## src/rtl/image_pass_if.sv

```systemverilog
// image_pass_if: control/handshake bundle between the pass scheduler and the
// controller plus the per-pass image engines.
//
// Signals:
//   start, abort, pass_en   run control (driven by the controller)
//   busy, all_done          run status
//   gray_done, compress_done, encode_done  per-pass completion levels
//   pass_id, sweep, pass_start             active pass selection and start pulse
//   row, col, px_valid, px_ready           pixel address with valid/ready handshake
//
// Modports:
//   master  the scheduler side
//   slave   the controller/engine side
interface image_pass_if #(
  parameter int unsigned ADDR_W = 6
);
  logic              start;
  logic              abort;
  logic [2:0]        pass_en;
  logic              busy;
  logic [1:0]        pass_id;
  logic              sweep;
  logic              pass_start;
  logic [ADDR_W-1:0] row;
  logic [ADDR_W-1:0] col;
  logic              px_valid;
  logic              px_ready;
  logic              gray_done;
  logic              compress_done;
  logic              encode_done;
  logic              all_done;

  modport master (
    input  start, abort, pass_en, px_ready,
    output busy, pass_id, sweep, pass_start, row, col, px_valid,
           gray_done, compress_done, encode_done, all_done
  );

  modport slave (
    output start, abort, pass_en, px_ready,
    input  busy, pass_id, sweep, pass_start, row, col, px_valid,
           gray_done, compress_done, encode_done, all_done
  );
endinterface

```

## src/rtl/image_pass_scheduler.sv

```systemverilog
// image_pass_scheduler: runs the enabled image passes (gray, compress, encode)
// in order, owning the shared pixel address port and stepping the active
// engine one pixel per accepted valid/ready handshake. Compress is scanned
// twice (statistics sweep, then reconstruct sweep).
//
// Ports:
//   clk    rising-edge clock
//   rst_n  asynchronous active-low reset
//   bus    image_pass_if.master: start/abort/pass_en/px_ready in; busy, pass_id,
//          sweep, pass_start, row, col, px_valid, done flags, all_done out
//
// Build option:
//   IMG_BLOCK_SCAN_EN  when defined, both compress sweeps walk the image in
//                      4x4 blocks (raster inside a block); otherwise every pass
//                      is raster order and the block-order mux is absent.
//
// All outputs are registered: next-state values are computed combinationally
// and the visible outputs are decoded from the next state into flops.
module image_pass_scheduler #(
  parameter int unsigned ADDR_W = 6
) (
  input  logic          clk,
  input  logic          rst_n,
  image_pass_if.master  bus
);

  localparam int unsigned IdxW = 2 * ADDR_W;
  localparam logic [IdxW-1:0] IdxLast = '1;
  localparam logic [IdxW-1:0] IdxOne  = IdxW'(1);

  typedef enum logic [1:0] {StIdle, StLoad, StScan, StFinish} state_e;

  state_e            state_q, state_d;
  logic [2:0]        mask_q, mask_d;
  logic [1:0]        pass_id_q, pass_id_d;
  logic              sweep_q, sweep_d;
  logic [IdxW-1:0]   idx_q, idx_d;
  logic [2:0]        done_q, done_d;
  logic [ADDR_W-1:0] row_q, row_d;
  logic [ADDR_W-1:0] col_q, col_d;
  logic              busy_q, pass_start_q, px_valid_q, all_done_q;
  logic [2:0]        nxt;

  // Lowest enabled pass with id >= lo, returned as {found, id}.
  function automatic logic [2:0] pick_pass(input logic [2:0] mask, input logic [1:0] lo);
    logic [2:0] res;
    res = 3'b000;
    for (int i = 2; i >= 0; i--) begin
      if (mask[i] && (i >= int'(lo))) res = {1'b1, 2'(i)};
    end
    return res;
  endfunction

  always_comb begin
    state_d   = state_q;
    mask_d    = mask_q;
    pass_id_d = pass_id_q;
    sweep_d   = sweep_q;
    idx_d     = idx_q;
    done_d    = done_q;
    nxt       = 3'b000;

    if (bus.abort) begin
      state_d = StIdle;
      idx_d   = '0;
    end else begin
      unique case (state_q)
        StIdle: begin
          if (bus.start) begin
            mask_d = bus.pass_en;
            done_d = 3'b000;
            nxt    = pick_pass(bus.pass_en, 2'd0);
            idx_d  = '0;
            if (nxt[2]) begin
              state_d   = StLoad;
              pass_id_d = nxt[1:0];
              sweep_d   = 1'b0;
            end else begin
              state_d = StFinish;
            end
          end
        end
        StLoad: begin
          idx_d   = '0;
          state_d = StScan;
        end
        StScan: begin
          // px_valid is always high in SCAN, so px_ready alone is the accept.
          if (bus.px_ready) begin
            if (idx_q != IdxLast) begin
              idx_d = idx_q + IdxOne;
            end else begin
              idx_d = '0;
              if (pass_id_q == 2'd1 && !sweep_q) begin
                sweep_d = 1'b1;
                state_d = StLoad;
              end else begin
                done_d  = done_q | (3'b001 << pass_id_q);
                sweep_d = 1'b0;
                // pass_id_q + 1 wraps to 3 after encode, which matches nothing.
                nxt     = pick_pass(mask_q, pass_id_q + 2'd1);
                if (nxt[2]) begin
                  state_d   = StLoad;
                  pass_id_d = nxt[1:0];
                end else begin
                  state_d = StFinish;
                end
              end
            end
          end
        end
        StFinish: state_d = StIdle;
        default:  state_d = StIdle;
      endcase
    end
  end

  // Pixel index to address.
  always_comb begin
    row_d = idx_d[IdxW-1:ADDR_W];
    col_d = idx_d[ADDR_W-1:0];
`ifdef IMG_BLOCK_SCAN_EN
    if (pass_id_d == 2'd1) begin
      row_d = {idx_d[IdxW-1:ADDR_W+2], idx_d[3:2]};
      col_d = {idx_d[ADDR_W+1:4], idx_d[1:0]};
    end
`endif
  end

  always_ff @(posedge clk or negedge rst_n) begin
    if (!rst_n) begin
      state_q      <= StIdle;
      mask_q       <= 3'b000;
      pass_id_q    <= 2'd0;
      sweep_q      <= 1'b0;
      idx_q        <= '0;
      done_q       <= 3'b000;
      row_q        <= '0;
      col_q        <= '0;
      busy_q       <= 1'b0;
      pass_start_q <= 1'b0;
      px_valid_q   <= 1'b0;
      all_done_q   <= 1'b0;
    end else begin
      state_q      <= state_d;
      mask_q       <= mask_d;
      pass_id_q    <= pass_id_d;
      sweep_q      <= sweep_d;
      idx_q        <= idx_d;
      done_q       <= done_d;
      row_q        <= row_d;
      col_q        <= col_d;
      busy_q       <= (state_d != StIdle);
      pass_start_q <= (state_d == StLoad);
      px_valid_q   <= (state_d == StScan);
      all_done_q   <= (state_d == StFinish);
    end
  end

  assign bus.busy          = busy_q;
  assign bus.pass_id       = pass_id_q;
  assign bus.sweep         = sweep_q;
  assign bus.pass_start    = pass_start_q;
  assign bus.row           = row_q;
  assign bus.col           = col_q;
  assign bus.px_valid      = px_valid_q;
  assign bus.gray_done     = done_q[0];
  assign bus.compress_done = done_q[1];
  assign bus.encode_done   = done_q[2];
  assign bus.all_done      = all_done_q;

endmodule

```

## src/flat_wrapper.sv

```systemverilog
// flat-port wrapper written by rule: the top's interface ports become plain ports
module image_pass_scheduler_flat 
#(
  parameter int unsigned ADDR_W = 6
)
  (clk, rst_n, bus_start, bus_abort, bus_pass_en, bus_px_ready, bus_busy, bus_pass_id, bus_sweep, bus_pass_start, bus_row, bus_col, bus_px_valid, bus_gray_done, bus_compress_done, bus_encode_done, bus_all_done);
  image_pass_if #(.ADDR_W(ADDR_W)) bus_i ();
  input  logic clk;
  input  logic rst_n;
  input wire logic [$bits(bus_i.start)-1:0] bus_start;
  input wire logic [$bits(bus_i.abort)-1:0] bus_abort;
  input wire logic [$bits(bus_i.pass_en)-1:0] bus_pass_en;
  input wire logic [$bits(bus_i.px_ready)-1:0] bus_px_ready;
  output wire logic [$bits(bus_i.busy)-1:0] bus_busy;
  output wire logic [$bits(bus_i.pass_id)-1:0] bus_pass_id;
  output wire logic [$bits(bus_i.sweep)-1:0] bus_sweep;
  output wire logic [$bits(bus_i.pass_start)-1:0] bus_pass_start;
  output wire logic [$bits(bus_i.row)-1:0] bus_row;
  output wire logic [$bits(bus_i.col)-1:0] bus_col;
  output wire logic [$bits(bus_i.px_valid)-1:0] bus_px_valid;
  output wire logic [$bits(bus_i.gray_done)-1:0] bus_gray_done;
  output wire logic [$bits(bus_i.compress_done)-1:0] bus_compress_done;
  output wire logic [$bits(bus_i.encode_done)-1:0] bus_encode_done;
  output wire logic [$bits(bus_i.all_done)-1:0] bus_all_done;
  assign bus_i.start = bus_start;
  assign bus_i.abort = bus_abort;
  assign bus_i.pass_en = bus_pass_en;
  assign bus_i.px_ready = bus_px_ready;
  assign bus_busy = bus_i.busy;
  assign bus_pass_id = bus_i.pass_id;
  assign bus_sweep = bus_i.sweep;
  assign bus_pass_start = bus_i.pass_start;
  assign bus_row = bus_i.row;
  assign bus_col = bus_i.col;
  assign bus_px_valid = bus_i.px_valid;
  assign bus_gray_done = bus_i.gray_done;
  assign bus_compress_done = bus_i.compress_done;
  assign bus_encode_done = bus_i.encode_done;
  assign bus_all_done = bus_i.all_done;
  image_pass_scheduler #(.ADDR_W(ADDR_W)) u_core (.clk(clk), .rst_n(rst_n), .bus(bus_i));
endmodule
```

## config.mk

```make
export PLATFORM = sky130hd
export DESIGN_NAME = image_pass_scheduler_flat
export DESIGN_NICKNAME = d
export VERILOG_FILES = /design/src/rtl/image_pass_if.sv /design/src/rtl/image_pass_scheduler.sv /design/src/flat_wrapper.sv
export SDC_FILE = /design/constraint.sdc
export NUM_CORES = 1
export LEC_CHECK = 0
export ABC_AREA = 1
export CAP_MARGIN = 20
export CORE_MARGIN = 2
export CORE_UTILIZATION = 39
export CTS_CLUSTER_DIAMETER = 60
export DETAILED_ROUTE_END_ITERATION = 12
export HOLD_SLACK_MARGIN = 0.02
export MAX_ROUTING_LAYER = met4
export PLACE_DENSITY = 0.69
export SLEW_MARGIN = 20
export SYNTH_ARGS = -nofsm -noshare
export SYNTH_HDL_FRONTEND = slang
export SYNTH_SLANG_ARGS = --single-unit
```

## constraint.sdc

```tcl
create_clock -name clk -period 1.5 [get_ports clk]
set_input_delay 0.375 -clock clk [delete_from_list [all_inputs] [get_ports clk]]
set_output_delay 0.375 -clock clk [all_outputs]
set_load 0.005 [all_outputs]
```

==> impl_metrics.env, run 1 <==
export IMPL_comb_power_share_pct=57.3
export IMPL_clk_pin_slew_worst_paths_ns=0.10
export IMPL_gp_congestion=0.881
export IMPL_worst_setup_path_end_kind="flip-flop"
export IMPL_fmax_mhz=626
export IMPL_grt_usage_pct=19.7
export IMPL_rsz0062_at_grt="yes"
export IMPL_placed_cell_area_mm2=0.00239
export IMPL_clkPwrFrac_pct=12.9
export IMPL_ys_ff_latch=27
export IMPL_grt_pass1_wl_mm=7.97
export IMPL_hold_viol=0
export IMPL_cts_tree="built"
export IMPL_syn_to_final_growth_pct=53.5
export IMPL_drt_pass1_iterations=4
export IMPL_power_density_mw_per_mm2=1250
export IMPL_routed_via_density=4.98
export IMPL_holdCritPathClass="input pin to async pin"
export IMPL_status="finished with violations"
export IMPL_synth_top_area_share_pct=37.5
export IMPL_die_h_um=72.0
export IMPL_drt_iter0_drc=98
export IMPL_netlist_top_cells_area="dfrtp_1 37%, nand2_1 20%, inv_1 4.6%, nand3_1 4.4%, nand2_4 4.4%"
export IMPL_synth_nets=263
export IMPL_ys_async_sr_fraction_pct=100
export IMPL_portBuffers=29
export IMPL_routedWlPerCell_um=13.1
export IMPL_startpoint_type="flip-flop"
export IMPL_rows=24
export IMPL_multiInputGateArea_mm2=0.00114
export IMPL_utilization_pct=62.7
export IMPL_seq_area_um2=678
export IMPL_root_buffer="clkbuf_8"
export IMPL_crit_required_ns=1.69
export IMPL_ios=30
export IMPL_overflow=0
export IMPL_clkSinkCount=27
export IMPL_totalWireLength_mm=5.06
export IMPL_finalCritPeriodShare_pct=107
export IMPL_netlist_area_mm2=0.00180
export IMPL_synth_most_common_cell="nand2_1"
export IMPL_fin_skew_ns=0.00600
export IMPL_synth_edff_count=0
export IMPL_via_count=1928
export IMPL_violations="negative setup slack"
export IMPL_start_util_pct=40.8
export IMPL_dp_slack_ns=-0.251
export IMPL_drive_gt1_share_pct=36.1
export IMPL_maxSlewHeadroom_pct=70.4
export IMPL_core_region_area_mm2=0.00441
export IMPL_worstSetupPathType="flip-flop to flip-flop"
export IMPL_ys_types=29
export IMPL_nNetsFinal=350
export IMPL_synth_common_cells="95 x nand2_1, 27 x dfrtp_1, 22 x inv_1, 16 x nand3_1, 16 x nor2_1"
export IMPL_switching_share_pct=43.6
export IMPL_cellLeakagePower_nw=1.51
export IMPL_diodes=0
export IMPL_fin_crit_ns=1.60
export IMPL_drv_cap=0
export IMPL_maxSlewViolCount=0
export IMPL_first_global_vias=1841
export IMPL_intPower_mw=1.95
export IMPL_synth_ff_type="dfrtp_1"
export IMPL_peakVddDrop_mv=0.952
export IMPL_die_width_um=72.0
export IMPL_fin_area_mm2=0.00277
export IMPL_nFillCells=378
export IMPL_cts_buffers=3
export IMPL_clock_path_buffers=2
export IMPL_cp_max_fo=3
export IMPL_finalSetupViolCount=5
export IMPL_worst_pin_slew_ns=0.444
export IMPL_grt_max_degree=28
export IMPL_drc=0
export IMPL_dp_hpwl_mm=3.24
export IMPL_yosysTopAreaCell="dfrtp_1"
export IMPL_die_area_mm2=0.00518
export IMPL_antenna_left=0
export IMPL_pwr_share_seq_pct=29.7
export IMPL_finalSetupTns_ns=-0.348
export IMPL_antenna_found_initial=0
export IMPL_insertion_delay_ns=0.29
export IMPL_netlist_instances=249
export IMPL_ys_seq_area_share_pct=37.5
export IMPL_layout_setup_ws_ns=-0.0980
export IMPL_htreeDepth=1
export IMPL_hold_buffers=0
export IMPL_yosysWarnings=0
export IMPL_switching_power_mw=1.51
export IMPL_critPathArrivalTime_ns=1.79
export IMPL_syn_avg_cell_area_um2=7.24
## metrics by stage
step	total power [mW]	hold WS (ns)	instances
2_1_floorplan	1.95	0.0794	249
3_3_place_gp	2.54	0.473	359
3_5_place_dp	2.58	0.494	359
4_1_cts	3.17	0.437	383
5_1_grt	3.70	0.451	387
6_report	3.46	0.427	387
## power groups by stage
| stage | clock network, mW | logic, mW | registers [mW] |
|---|---|---|---|
| floorplan | 0 | 0.918 | 1.03 |
| global placement | 0 | 1.52 | 1.02 |
| detailed placement | 0 | 1.55 | 1.03 |
| CTS | 0.452 | 1.70 | 1.01 |
| global route | 0.483 | 2.16 | 1.05 |
| finish | 0.448 | 1.99 | 1.03 |
## cell families (layout without fill, tap and decap cells)
| group | after synthesis | count (layout) | synth area share, % |
|---|---|---|---|
| xor+xnor | 1 | 1 | 0.486 |
| simple gates | 159 | 159 | 43.6 |
| compound gates | 23 | 23 | 6.80 |
| fa+ha+maj | 6 | 6 | 4.16 |
| flops | 27 | 27 | 37.5 |
| buf+inv | 33 | 119 | 7.49 |
## registers in the layout (all words and copies together), names as in the netlist
name                   flops
u_core.bus.pass_start      1
u_core.state_q             2
u_core.done_q              3
u_core.bus.all_done        1
u_core.bus.sweep           1
u_core.bus.px_valid        1
u_core.bus.busy            1
u_core.idx_q              12
u_core.mask_q              3
u_core.bus.pass_id         2
## worst max-delay path: stages (launching register included)
cell and delay [ns]:
dfrtp_1 0.42, buf_4 0.15, ha_1 0.20, nand2_2 0.11, nand3_4 0.10, nor2_2 0.15
nor2_2 0.08, buf_4 0.14, nand4_1 0.08, nand2_1 0.05
## repair_timing
item,4_1_cts,5_1_grt
pin swaps,7,21
endpoints found under the setup margin,28,22
buffers inserted,20,4
gates resized for setup,33,39
gates cloned,0,0
## cells in the final DEF (no fill, tap or decap), types with 2 or more instances in the layout
master,count
a21oi_2,2
buf_4,48
inv_1,18
nand4_1,7
dlymetal6s2s_1,2
clkdlybuf4s50_1,6
o21ai_1,11
nand2_4,8
dfrtp_1,25
dfrtp_2,2
buf_6,6
inv_2,10
nand2_1,88
dlygate4sd2_1,20
o21ai_0,5
nand2_2,11
nor2_4,5
nand3_1,14
a21oi_1,3
ha_4,3
inv_4,2
nor2_2,12
nor2_1,5
ha_1,3
nand3b_1,2
nand3_4,2
clkbuf_8,3
## area by class of cell
class / instances / share of cell area, %
clock inverter: 1 / 0.271
multi-input combinational: 189 / 41.0
tap: 52 / 2.35
clock buffer: 3 / 1.49
timing repair buffer: 84 / 25.9
inverter: 31 / 4.39
sequential: 27 / 24.5
## layer usage
metal / up-vias / wire [um] / GRT usage [%]
met3: 16 / 327 / 1.94
met1: 885 / 2080 / 25.6
met5: - / 0 / -
li1: 962 / - / -
met2: 65 / 2520 / 32.6
met4: 0 / 132 / 5.87
## worst paths after layout
path                                                      to                               from  slack [ns]  cells past startpoint
min in group clk                u_core.done_q[2]$_DFFE_PN0P_       u_core.done_q[2]$_DFFE_PN0P_        0.52                      2
max                        u_core.bus.pass_id[1]$_DFFE_PN0P_  u_core.bus.pass_id[0]$_DFFE_PN0P_        -0.1                      9
max in group asynchronous        u_core.idx_q[6]$_DFFE_PN0P_                              rst_n        0.90                      2
min reg2reg                     u_core.done_q[2]$_DFFE_PN0P_       u_core.done_q[2]$_DFFE_PN0P_        0.52                      2
max reg2reg                u_core.bus.pass_id[1]$_DFFE_PN0P_  u_core.bus.pass_id[0]$_DFFE_PN0P_        -0.1                      9
min                              u_core.state_q[1]$_DFF_PN0_                              rst_n        0.43                      2
Power figures use the tool's default switching activity.
==> inputs of run 2 (changes only) <==
--- a/config.mk
+++ b/config.mk
@@ -7,13 +7,15 @@
 export LEC_CHECK = 0
 export ABC_AREA = 1
 export CAP_MARGIN = 20
+export CORE_ASPECT_RATIO = 0.5
 export CORE_MARGIN = 2
 export CORE_UTILIZATION = 39
 export CTS_CLUSTER_DIAMETER = 60
 export DETAILED_ROUTE_END_ITERATION = 12
+export GPL_ROUTABILITY_DRIVEN = 0
 export HOLD_SLACK_MARGIN = 0.02
 export MAX_ROUTING_LAYER = met4
-export PLACE_DENSITY = 0.69
+export PLACE_DENSITY = 0.67
 export SLEW_MARGIN = 20
 export SYNTH_ARGS = -nofsm -noshare
 export SYNTH_HDL_FRONTEND = slang
==> constraint.sdc (replaced) <==
create_clock -name clk -period 1.65 [get_ports clk]
set_input_delay 0.4125 -clock clk [delete_from_list [all_inputs] [get_ports clk]]
set_output_delay 0.4125 -clock clk [all_outputs]
set_load 0.005 [all_outputs]
==> run 2 against run 1 <==
The run now ends clean. Global-route usage is 1.6 points lower. Non-clock buffer count is 20 lower. Count of clock-buffer cells in the layout stayed put. Sequential power is 11% lower.
==> impl_metrics.env, run 2 (same netlist as run 1, synthesis figures left out) <==
export IMPL_status="finished clean"
export IMPL_portBuffers=29
export IMPL_nNetsFinal=330
export IMPL_slowest_delay_ns=0.40
export IMPL_fmax_mhz=619
export IMPL_clock_path_buffers=2
export IMPL_syn_to_final_growth_pct=40.7
export IMPL_reg_top3="u_core.idx_q (12), u_core.done_q (3), u_core.mask_q (3)"
export IMPL_layout_setup_ws_ns=0.0347
export IMPL_hold_viol=0
export IMPL_worstSetupPathType="flip-flop to output pin"
export IMPL_nFillCells=427
export IMPL_first_global_vias=1616
export IMPL_root_buffer="clkbuf_8"
export IMPL_cp_slowest_cell="dfrtp_1"
export IMPL_antenna_left=0
export IMPL_final_cell_mix="93 x nand2_1, 34 x buf_4, 24 x clkdlybuf4s50_1"
export IMPL_clkSinkCount=27
export IMPL_die_h_um=52.1
export IMPL_worst_pin_slew_ns=0.362
export IMPL_fin_skew_ns=0.00438
export IMPL_insertion_delay_ns=0.28
export IMPL_routedWlPerCell_um=11.8
export IMPL_peakVddDrop_mv=0.421
export IMPL_overflow=0
export IMPL_holdWs_ns=0.491
export IMPL_dp_cells=353
export IMPL_grt_pass1_wl_mm=7.22
export IMPL_startpoint_type="flip-flop"
export IMPL_ios=30
export IMPL_drt_pass1_iterations=4
export IMPL_drc=0
export IMPL_grt_max_degree=28
export IMPL_drv_cap=0
export IMPL_r2r_cells=11
export IMPL_fin_crit_ns=1.62
export IMPL_finalSetupViolCount=0
export IMPL_clk_pin_slew_worst_paths_ns=0.11
export IMPL_drive_gt1_share_pct=27.0
export IMPL_crit_path_cell_trace="buf_4 > buf_4 > dlygate4sd2_1"
export IMPL_rsz0062_at_grt="no"
export IMPL_cp_max_fo=3
export IMPL_via_count=1807
export IMPL_dp_hpwl_mm=3.11
export IMPL_htreeDepth=1
export IMPL_finalCritPeriodShare_pct=97.9
export IMPL_maxSlewHeadroom_pct=75.9
export IMPL_die_area_mm2=0.00522
export IMPL_cts_tree="built"
export IMPL_cp_common_cell="buf_4"
export IMPL_antenna_found_initial=0
export IMPL_totalWireLength_mm=4.38
export IMPL_maxSlewViolCount=0
export IMPL_fin_area_mm2=0.00254
export IMPL_cts_buffers=3
export IMPL_grt_usage_pct=18.1
export IMPL_largest_reg_flops=12
export IMPL_crit_required_ns=1.24
export IMPL_critPathArrivalTime_ns=1.20
export IMPL_power_density_mw_per_mm2=1100
export IMPL_rows=17
export IMPL_final_common_cell="nand2_1"
export IMPL_die_width_um=100
export IMPL_holdCritPathClass="input pin to async pin"
export IMPL_hold_buffers=0
export IMPL_start_util_pct=40.8
export IMPL_drt_iter0_drc=51
export IMPL_placed_cell_area_mm2=0.00231
export IMPL_routed_via_density=4.86
export IMPL_regMostFlops="u_core.idx_q"
export IMPL_diodes=0
export IMPL_core_region_area_mm2=0.00442
export IMPL_stdcell_count=372
export IMPL_worst_setup_path_end_kind="output pin"
export IMPL_cellLeakagePower_nw=1.28
export IMPL_dp_slack_ns=-0.202
==> run 2: worst paths after layout <==
path	slack (ns)	end	from
worst min-delay path	0.49	u_core.idx_q[7]$_DFFE_PN0P_	rst_n
min in group clk	0.51	u_core.mask_q[2]$_DFFE_PN0P_	u_core.mask_q[2]$_DFFE_PN0P_
worst min register to register	0.51	u_core.mask_q[2]$_DFFE_PN0P_	u_core.mask_q[2]$_DFFE_PN0P_
worst max register to register	0.10	u_core.bus.busy$_DFF_PN0_	u_core.idx_q[0]$_DFFE_PN0P_
max in group asynchronous	0.87	u_core.idx_q[3]$_DFFE_PN0P_	rst_n
worst max-delay path	0.03	bus_col[0]	u_core.idx_q[0]$_DFFE_PN0P_
==> run 2: what timing repair did <==
| action | CTS | global route |
|---|---|---|
| pin swaps | 0 | 8 |
| buffers inserted | 12 | 3 |
| endpoints found under the setup margin | 14 | 15 |
| resized for setup | 10 | 13 |
==> run 2: layer usage <==
metal,wire [um],track usage [%]
met1,2130,22.5
met2,2060,31.4
met3,162,3.76
met4,28,2.97
met5,0,-
==> run 2: where the power goes <==
part / internal [mW] / switching, mW
combinational: 0.622 / 0.843
sequential: 0.811 / 0.108
clock: 0.172 / 0.243
==> run 2: cell type report <==
class | count | area, um^2 | share of cell area (%)
multi-input cells | 189 | 1050 | 41.6
flip-flops and latches | 27 | 681 | 26.8
repair buffers | 64 | 561 | 22.1
inverters | 31 | 120 | 4.74
well taps | 57 | 71.3 | 2.81
clock buffers | 3 | 41.3 | 1.63
clock inverters | 1 | 7.51 | 0.296
==> run 2: stage by stage <==
stage | util, % | TNS [ns] | power (mW)
4_1_cts | 55.5 | 0 | 2.71
3_3_place_gp | 52.3 | -1.90 | 2.26
2_1_floorplan | - | 0 | 1.77
3_5_place_dp | 52.3 | -2.32 | 2.29
5_1_grt | 57.3 | 0 | 3.00
6_report | 57.3 | 0 | 2.80
==> run 2: worst max-delay path, delay by kind of cell (launching register included) <==
family   cells  cell delay (ns)
buf+inv      3             0.52
flops        1             0.40
